==> src/rtl/ahb_dw64to32_bridge_if.sv <==
// AHB-lite bus bundle shared by the 64-bit upstream and 32-bit downstream
// sides of the width bridge. DW selects the data width of each instance.
// The HRESP signal exists only when AHB_BRIDGE_HRESP_EN is defined.
interface ahb_dw64to32_bridge_if #(
    parameter int AW = 32,
    parameter int DW = 64
);
    logic [AW-1:0] HADDR;
    logic [1:0]    HTRANS;
    logic          HWRITE;
    logic [2:0]    HSIZE;
    logic [DW-1:0] HWDATA;
    logic [DW-1:0] HRDATA;
    logic          HREADY;
`ifdef AHB_BRIDGE_HRESP_EN
    logic          HRESP;

    modport master (output HADDR, HTRANS, HWRITE, HSIZE, HWDATA,
                    input  HRDATA, HREADY, HRESP);
    modport slave  (input  HADDR, HTRANS, HWRITE, HSIZE, HWDATA,
                    output HRDATA, HREADY, HRESP);
`else
    modport master (output HADDR, HTRANS, HWRITE, HSIZE, HWDATA,
                    input  HRDATA, HREADY);
    modport slave  (input  HADDR, HTRANS, HWRITE, HSIZE, HWDATA,
                    output HRDATA, HREADY);
`endif
endinterface

==> src/rtl/ahb_dw64to32_bridge.sv <==
// 64-bit to 32-bit AHB-lite width bridge. A doubleword access becomes a
// NONSEQ+SEQ pair of word beats; narrower accesses pass through as one beat.
// Optional AHB_BRIDGE_HRESP_EN adds two-cycle error response forwarding.
module ahb_dw64to32_bridge #(
    parameter int AW = 32
) (
    input  logic                   HCLK,
    input  logic                   HRESETn,
    ahb_dw64to32_bridge_if.slave   up,
    ahb_dw64to32_bridge_if.master  dn
);
    typedef enum logic [1:0] {IDLE, A1, D1, D2} state_e;

    localparam logic [1:0] TR_IDLE   = 2'b00;
    localparam logic [1:0] TR_NONSEQ = 2'b10;
    localparam logic [1:0] TR_SEQ    = 2'b11;
    localparam logic [2:0] SZ_WORD   = 3'b010;

    state_e        state_q, state_d;
    logic [AW-1:0] addr_q, addr_d;
    logic [2:0]    size_q, size_d;
    logic          write_q, write_d;
    logic          is64_q, is64_d;
    logic [31:0]   lo_q, lo_d;

    logic [AW-1:0] base, base_hi;
    logic          in_data, err_wait, err_done, accept;

    // Doubleword beats always start on the 8-byte boundary; the second beat
    // is the same boundary with bit 2 set.
    assign base    = {addr_q[AW-1:3], 3'b000};
    assign base_hi = {addr_q[AW-1:3], 3'b100};
    assign in_data = (state_q == D1) || (state_q == D2);

`ifdef AHB_BRIDGE_HRESP_EN
    // First error cycle stalls upstream, second one completes it.
    assign err_wait = in_data & dn.HRESP & ~dn.HREADY;
    assign err_done = in_data & dn.HRESP &  dn.HREADY;
    assign up.HRESP = err_wait | err_done;
`else
    assign err_wait = 1'b0;
    assign err_done = 1'b0;
`endif

    // Next state, downstream beat generation and upstream completion.
    always_comb begin
        state_d    = state_q;
        addr_d     = addr_q;
        size_d     = size_q;
        write_d    = write_q;
        is64_d     = is64_q;
        lo_d       = lo_q;
        accept     = 1'b0;
        up.HREADY  = 1'b0;
        up.HRDATA  = '0;
        dn.HTRANS  = TR_IDLE;
        dn.HADDR   = '0;
        dn.HWRITE  = 1'b0;
        dn.HSIZE   = '0;
        dn.HWDATA  = '0;

        case (state_q)
            IDLE: up.HREADY = 1'b1;
            A1: begin
                dn.HTRANS = TR_NONSEQ;
                dn.HADDR  = is64_q ? base : addr_q;
                dn.HWRITE = write_q;
                dn.HSIZE  = is64_q ? SZ_WORD : size_q;
                if (dn.HREADY) state_d = D1;
            end
            D1: begin
                dn.HWRITE = write_q;
                dn.HSIZE  = is64_q ? SZ_WORD : size_q;
                // A narrow access to the upper word rides on the upper lane.
                dn.HWDATA = (!is64_q && addr_q[2]) ? up.HWDATA[63:32] : up.HWDATA[31:0];
                if (is64_q) begin
                    // Second beat's address phase overlaps the first data phase,
                    // but is withheld once an error is signalled.
                    dn.HTRANS = (err_wait || err_done) ? TR_IDLE : TR_SEQ;
                    dn.HADDR  = base_hi;
                    if (dn.HREADY) begin
                        lo_d    = dn.HRDATA;
                        state_d = D2;
                    end
                end else begin
                    dn.HADDR = addr_q;
                    if (dn.HREADY) begin
                        up.HREADY = 1'b1;
                        up.HRDATA = {dn.HRDATA, dn.HRDATA};
                        state_d   = IDLE;
                    end
                end
            end
            D2: begin
                dn.HADDR  = base_hi;
                dn.HWRITE = write_q;
                dn.HSIZE  = SZ_WORD;
                dn.HWDATA = up.HWDATA[63:32];
                if (dn.HREADY) begin
                    up.HREADY = 1'b1;
                    up.HRDATA = {dn.HRDATA, lo_q};
                    state_d   = IDLE;
                end
            end
            default: state_d = IDLE;
        endcase

        // An error completion ends the transfer outright; no new accept.
        if (err_done) begin
            up.HREADY = 1'b1;
            up.HRDATA = '0;
            state_d   = IDLE;
        end

        accept = up.HREADY & up.HTRANS[1] & ~err_done;
        if (accept) begin
            state_d = A1;
            addr_d  = up.HADDR;
            size_d  = up.HSIZE;
            write_d = up.HWRITE;
            is64_d  = (up.HSIZE >= 3'd3);
        end
    end

    // State and captured address-phase registers.
    always_ff @(posedge HCLK or negedge HRESETn) begin
        if (!HRESETn) begin
            state_q <= IDLE;
            addr_q  <= '0;
            size_q  <= '0;
            write_q <= 1'b0;
            is64_q  <= 1'b0;
            lo_q    <= '0;
        end else begin
            state_q <= state_d;
            addr_q  <= addr_d;
            size_q  <= size_d;
            write_q <= write_d;
            is64_q  <= is64_d;
            lo_q    <= lo_d;
        end
    end
endmodule

==> src/flat_wrapper.sv <==
// flat-port wrapper written by rule: the top's interface ports become plain ports
module ahb_dw64to32_bridge_flat 
#(
    parameter int AW = 32
)
  (HCLK, HRESETn, up_HADDR, up_HTRANS, up_HWRITE, up_HSIZE, up_HWDATA, up_HRDATA, up_HREADY, dn_HADDR, dn_HTRANS, dn_HWRITE, dn_HSIZE, dn_HWDATA, dn_HRDATA, dn_HREADY);
  ahb_dw64to32_bridge_if #(.AW(AW), .DW(64)) up_i ();
  ahb_dw64to32_bridge_if #(.AW(AW), .DW(32)) dn_i ();
  input  logic HCLK;
  input  logic HRESETn;
  input wire logic [$bits(up_i.HADDR)-1:0] up_HADDR;
  input wire logic [$bits(up_i.HTRANS)-1:0] up_HTRANS;
  input wire logic [$bits(up_i.HWRITE)-1:0] up_HWRITE;
  input wire logic [$bits(up_i.HSIZE)-1:0] up_HSIZE;
  input wire logic [$bits(up_i.HWDATA)-1:0] up_HWDATA;
  output wire logic [$bits(up_i.HRDATA)-1:0] up_HRDATA;
  output wire logic [$bits(up_i.HREADY)-1:0] up_HREADY;
  output wire logic [$bits(dn_i.HADDR)-1:0] dn_HADDR;
  output wire logic [$bits(dn_i.HTRANS)-1:0] dn_HTRANS;
  output wire logic [$bits(dn_i.HWRITE)-1:0] dn_HWRITE;
  output wire logic [$bits(dn_i.HSIZE)-1:0] dn_HSIZE;
  output wire logic [$bits(dn_i.HWDATA)-1:0] dn_HWDATA;
  input wire logic [$bits(dn_i.HRDATA)-1:0] dn_HRDATA;
  input wire logic [$bits(dn_i.HREADY)-1:0] dn_HREADY;
  assign up_i.HADDR = up_HADDR;
  assign up_i.HTRANS = up_HTRANS;
  assign up_i.HWRITE = up_HWRITE;
  assign up_i.HSIZE = up_HSIZE;
  assign up_i.HWDATA = up_HWDATA;
  assign up_HRDATA = up_i.HRDATA;
  assign up_HREADY = up_i.HREADY;
  assign dn_HADDR = dn_i.HADDR;
  assign dn_HTRANS = dn_i.HTRANS;
  assign dn_HWRITE = dn_i.HWRITE;
  assign dn_HSIZE = dn_i.HSIZE;
  assign dn_HWDATA = dn_i.HWDATA;
  assign dn_i.HRDATA = dn_HRDATA;
  assign dn_i.HREADY = dn_HREADY;
  ahb_dw64to32_bridge #(.AW(AW)) u_core (.HCLK(HCLK), .HRESETn(HRESETn), .up(up_i), .dn(dn_i));
endmodule
==> config.mk <==
export PLATFORM = sky130hd
export DESIGN_NAME = ahb_dw64to32_bridge_flat
export DESIGN_NICKNAME = d
export VERILOG_FILES = /design/src/rtl/ahb_dw64to32_bridge_if.sv /design/src/rtl/ahb_dw64to32_bridge.sv /design/src/flat_wrapper.sv
export SDC_FILE = /design/constraint.sdc
export NUM_CORES = 1
export LEC_CHECK = 0
export BUFFER_PORTS_ARGS = -buffer_cell sky130_fd_sc_hd__buf_2
export CAP_MARGIN = 20
export CORE_AREA = 2 2 107 109
export DETAILED_ROUTE_END_ITERATION = 6
export DIE_AREA = 0 0 109 111
export PLACE_DENSITY = 0.7
export RECOVER_POWER = 25
export REMOVE_ABC_BUFFERS = 1
export SYNTH_ARGS = -nofsm -noshare
export SYNTH_HDL_FRONTEND = slang
export SYNTH_SLANG_ARGS = --single-unit
==> constraint.sdc <==
create_clock -name HCLK -period 2.51 [get_ports HCLK]
set_input_delay 0.1255 -clock HCLK [delete_from_list [all_inputs] [get_ports HCLK]]
set_output_delay 0.1255 -clock HCLK [all_outputs]
set_load 0.02 [all_outputs]
Word-level counts from Yosys, hierarchy flattened. Index checks and enable logic that the tools add are counted.

Reduce and logical (&&, ||, !) cells: 8. Muxes and demuxes: 23. Bitwise operators: 1. $lt $le $gt $ge: 1. Equality and inequality tests: 5.

Operator list (number): $mux W64 (3); $pmux W64 S2 (1); $pmux W32 S3 (1); $pmux W32 S2 (1); $mux W32 (1); $mux W2 (6); $mux W3 (3); $pmux W2 S3 (1); $pmux W3 S2 (1); $reduce_and A3 Y1 (2); $eq A2 B2 Y1 const B (2); $ne A4 B4 Y1 const B (1); $pmux W2 S2 (1); $reduce_bool A4 Y1 (1); $ge A3 B2 Y1 const B (1); $mux W1 (3); $ne A3 B2 Y1 const B (1); $pmux W1 S3 (1); $reduce_or A3 Y1 (1); $eq A2 B1 Y1 const B (1); $logic_not A2 Y1 (1); $reduce_or A2 Y1 (1); $and A1 B1 Y1 (1); $logic_and A1 B1 Y1 (1); $logic_not A1 Y1 (1).

Output and inout bits: 135. Flip-flop bits (word level): 71. Input port bits: 137.

Depth between registers and ports, before layout.
Depth after elaboration: 6. Depth in mapped cells: 7.

Worst setup path before layout. OpenSTA, ideal clock, no wires.

Path type: reg2reg. Start point: reg u_core.state_q[0]. End point: reg u_core.lo_q[10]. Path slack: 0.773 ns. Library setup time: 0.125 ns. Data arrival time: 1.612 ns. Buffers on the path: 1. Cell stages (with the launch flop): 7. Data required time: 2.385 ns. Cells stage by stage: dfrtp_1 -> inv_1 -> ha_1 -> and2_1 -> nand2_2 -> buf_4 -> mux2_2.

Word-level cells in the longest chain between the ends: 2.

RTL lines: start: declaration (line ahb_dw64to32_bridge.sv:19) `state_e state_q, state_d;`; start signal: assignment (line ahb_dw64to32_bridge.sv:135) `state_q <= state_d;`; $eq A2 B2 Y1 (line ahb_dw64to32_bridge.sv:62) `case (state_q)`; $reduce_and A3 Y1 (no source line); end signal: assignment (line ahb_dw64to32_bridge.sv:140) `lo_q <= lo_d;`; end: declaration (line ahb_dw64to32_bridge.sv:24) `logic [31:0] lo_q, lo_d;`.

No other way between the ends. A chain may end at the register's enable or synchronous reset.

Worst setup path after layout.
Start point: reg u_core.state_q[1]. End point: out dn_HWDATA[7].

Word-level cells in the longest chain between the ends: 2.

RTL lines: $eq A2 B2 Y1, on equally long branches; $pmux W32 S2 * (line ahb_dw64to32_bridge.sv:62); end: declaration (line flat_wrapper.sv:22) `output wire logic [$bits(dn_i.HWDATA)-1:0] dn_HWDATA;`.

Mark *: on every way between the ends. The rest lies on a longest branch, timed or not.

==> summary.txt <==
Outcome
  • Run status: finished, violations left
  • Failing checks: max-capacitance violations, max-slew violations

Floorplanning
  • Die ar.: 12100 sq um
  • Die Ht: between 100 and 150 um
  • Rows: 39
  • Io pins: 272
  • Die width: between 100 and 150 um
  • Initial core utilization: 0.370
  • Core area: 11100 sq um

Clock tree
  • Worst-Skew Late Latency: 0.33 ns
  • Worst-path clk slew: approximately 0.060 ns
  • CTS sink cnt: 71
  • CTS Buf Count: 9
  • H-tree levels: 3
  • Max clock buf depth: 2
  • Root buffer cell: clkbuf_16
  • TritonCTS clock tree: built

Timing
  • Clock Skews: slightly below 0.009 ns
  • Period utilization: 0.921
  • Max Slew Vio Count: 72
  • Final setup margin: around 0.20 ns
  • Unrepaired setup endpoints after global routing: false
  • Shortest period the worst path allows: between 2 and 2.5 ns
  • Hold Vio Cnt, Final: 0
  • Worst-case hold slack: ~0.048 ns
  • # setup viols final: 0
  • Slew headroom: -0.188
  • Max Freq: 0.433 GHz
  • Least-Margin Pin Slew: roughly 1.8 ns

Setup path
  • Slowest cell on the critical path: dfrtp_1
  • Crit-path cells: ha_2 > nor2b_1 > a21o_1 > buf_4 > a22o_1 > buf_2
  • CP arrival: ~2.2 ns
  • Crit path max-delay family: flip-flops
  • CP max stage delay: about 0.51 ns
  • Crit path capture type: output port
  • Crit path buf inv count: 2
  • CP required: 2.38 ns
  • Critical-path maximum fanout: 32
  • Critical Path Start Type: register
  • Kind of critical path: register to output port

Pwr
  • Leakage: roughly 0.0033 uW
  • PwrDens: around 1200 nW/um^2
  • Maximum vdd drop: about 0.00062 V

GRT
  • Vias in the first global route: roughly 3800
  • Total GRT Usage: 0.199
  • Pin count of the biggest net entering global routing: between 70 and 80
  • Global-route wire length before repair: between 15000 and 20000 um
  • Initial antenna violation count: 0
  • GRT overflow: 0

Routing
  • DR vias: between 4000 and 5000
  • Antenna-violating nets left: 0
  • Iteration-0 DRC count of the detailed router: about 280
  • WL/cell: roughly 15 um
  • DR vias/cell: slightly above 5
  • DRT Wirelength: 12600 um
  • First-pass iteration count of the detailed router: 4
  • Remaining DRCs: 0

Placement
  • GP Congestion: 0.762
  • IO buf count: 270
  • DP Worst Slack: between 0.2 and 0.3 ns
  • Post-DP HPWL: around 9200 um

Layout
  • Final core occ: 0.533
  • Commonest non-fill, non-tap cells in the layout: 269 x buf_2, 74 x nand2_1, 71 x dfrtp_1
  • Layout area overhead: 44.0%
  • Most common cell after layout, fill and taps aside: buf_2
  • Nets: slightly above 800
  • Antenna cells: 0
  • Share of layout cells above drive strength 1: 0.493

Synth
  • Yosys reg bits: approximately 70
  • Leading area contributor after synthesis: dfrtp_1
  • Synthesized cell area: around 4100 sq um
  • Syn Inst Count: 425
  • Synth cell types: 32
  • Synth top area cells: dfrtp_1 43%, a22o_1 13%, and2_1 9.5%
  • Synth warn: 0
  • Sequential area share after synthesis: 0.434
  • Share of the synthesized area in the top cell type: 0.434
  • Synth Area per Inst: roughly 9.6 sq um

Run
  • Max cap viols: 1

Min path
  • Hold Crit Class: input pin to register
==> stage by stage <==
step	instance area, sq um	std cells	TNS [ns]	power, uW
2_1_floorplan	3900	388	-4.83	4510
3_3_place_gp	5560	811	0	5800
3_5_place_dp	5560	811	0	5900
4_1_cts	5900	828	0	7320
5_1_grt	5900	828	0	7730
6_report	5900	828	0	7260
==> what timing repair did <==
item                                    4_1_cts  5_1_grt
hold endpoints to repair                     71        0
resized for setup                             1        2
cloned                                        0        0
endpoints found under the setup margin       29       16
hold buffers                                  1        0
pin swaps                                     0        0
buffers inserted                              0        0
==> cell type report <==
type	instances	area, sq um
clock buffer	9	225
timing repair buffer	281	1460
sequential	71	1780
tap	143	179
multi-input combinational	311	2140
clock inverter	7	97.6
fill	1041	5180
inverter	6	22.5
==> worst reg2reg max path, delay by kind of cell, from the launching register on <==
family | cells | cell delay (ns)
compound gates | 2 | 0.76
buf+inv | 2 | 0.21
simple gates | 1 | 0.23
flops | 1 | 0.43
fa+ha+maj | 1 | 0.24
==> routing by layer <==
metal / share of wire / track usage / vias up / wire length (um)
li1: - / - / 2024 / -
met1: 0.45 / 0.279 / 1988 / 5630
met2: 0.47 / 0.313 / 174 / 5900
met3: 0.076 / 0.0417 / 11 / 950
met4: 0.0070 / 0.0487 / 0 / 88
met5: 0 / 0 / - / 0
==> sequential cells by signal (all words and copies together), names as in the netlist <==
register and count:
u_core.size_q 3, u_core.lo_q 32, u_core.addr_q 32, u_core.state_q 2
u_core.write_q 1, u_core.is64_q 1
==> synth_stat cells <==
| library cell | n |
|---|---|
| dfrtp_1 | 71 |
| nor2_1 | 8 |
| nand2_1 | 74 |
| a21boi_1 | 1 |
| and2_1 | 62 |
| and3_1 | 2 |
| nand2b_1 | 1 |
| a211o_1 | 1 |
| nand4b_1 | 1 |
| a2111oi_2 | 1 |
| buf_2 | 17 |
| clkbuf_1 | 14 |
| inv_1 | 6 |
| nor2b_1 | 6 |
| a21o_1 | 1 |
| buf_6 | 3 |
| ha_1 | 4 |
| o21ai_0 | 2 |
| nand2_2 | 1 |
| a21oi_1 | 5 |
| and3b_1 | 2 |
| or3b_1 | 1 |
| o21a_1 | 1 |
| nor3_1 | 1 |
| a2bb2oi_1 | 1 |
| o22ai_1 | 37 |
| a22oi_1 | 1 |
| mux2_2 | 32 |
| o22a_1 | 1 |
| nand3_1 | 1 |
| buf_4 | 3 |
| a22o_1 | 63 |
==> where the power goes <==
group / leakage [uW] / internal, uW / total [uW] / switching, uW
Sequential: 0.000864 / 1710 / 2020 / 302
Clock: 0.000152 / 871 / 1370 / 495
Combinational: 0.00224 / 1570 / 3880 / 2310
==> final timing paths <==
path	from	end	slack (ns)	cells after the start
setup / recovery	u_core.state_q[1]$_DFFE_PN0P_	dn_HWDATA[7]	0.20	6
max in group asynchronous	HRESETn	u_core.is64_q$_DFFE_PN0P_	0.61	2
min in group asynchronous	HRESETn	u_core.lo_q[2]$_DFFE_PN0P_	0.81	2
setup reg to reg	u_core.state_q[0]$_DFFE_PN0P_	u_core.state_q[1]$_DFFE_PN0P_	0.53	6
hold / removal	up_HADDR[3]	u_core.addr_q[3]$_DFFE_PN0P_	0.05	3
hold reg to reg	u_core.lo_q[17]$_DFFE_PN0P_	u_core.lo_q[17]$_DFFE_PN0P_	0.50	1
==> cells by family (layout without fill, tap and decap cells) <==
logic type,Yosys count,count (layout),share of synthesized area
AO/OA/AOI/OAI,115,115,0.217
adder cells (fa/ha/maj),4,4,0.0122
buffers and inverters,43,303,0.0528
flip-flops,71,71,0.434
multiplexers,32,32,0.0880
AND/OR/NAND/NOR,160,160,0.196
Note: power is estimated with default switching activity, not from simulation.
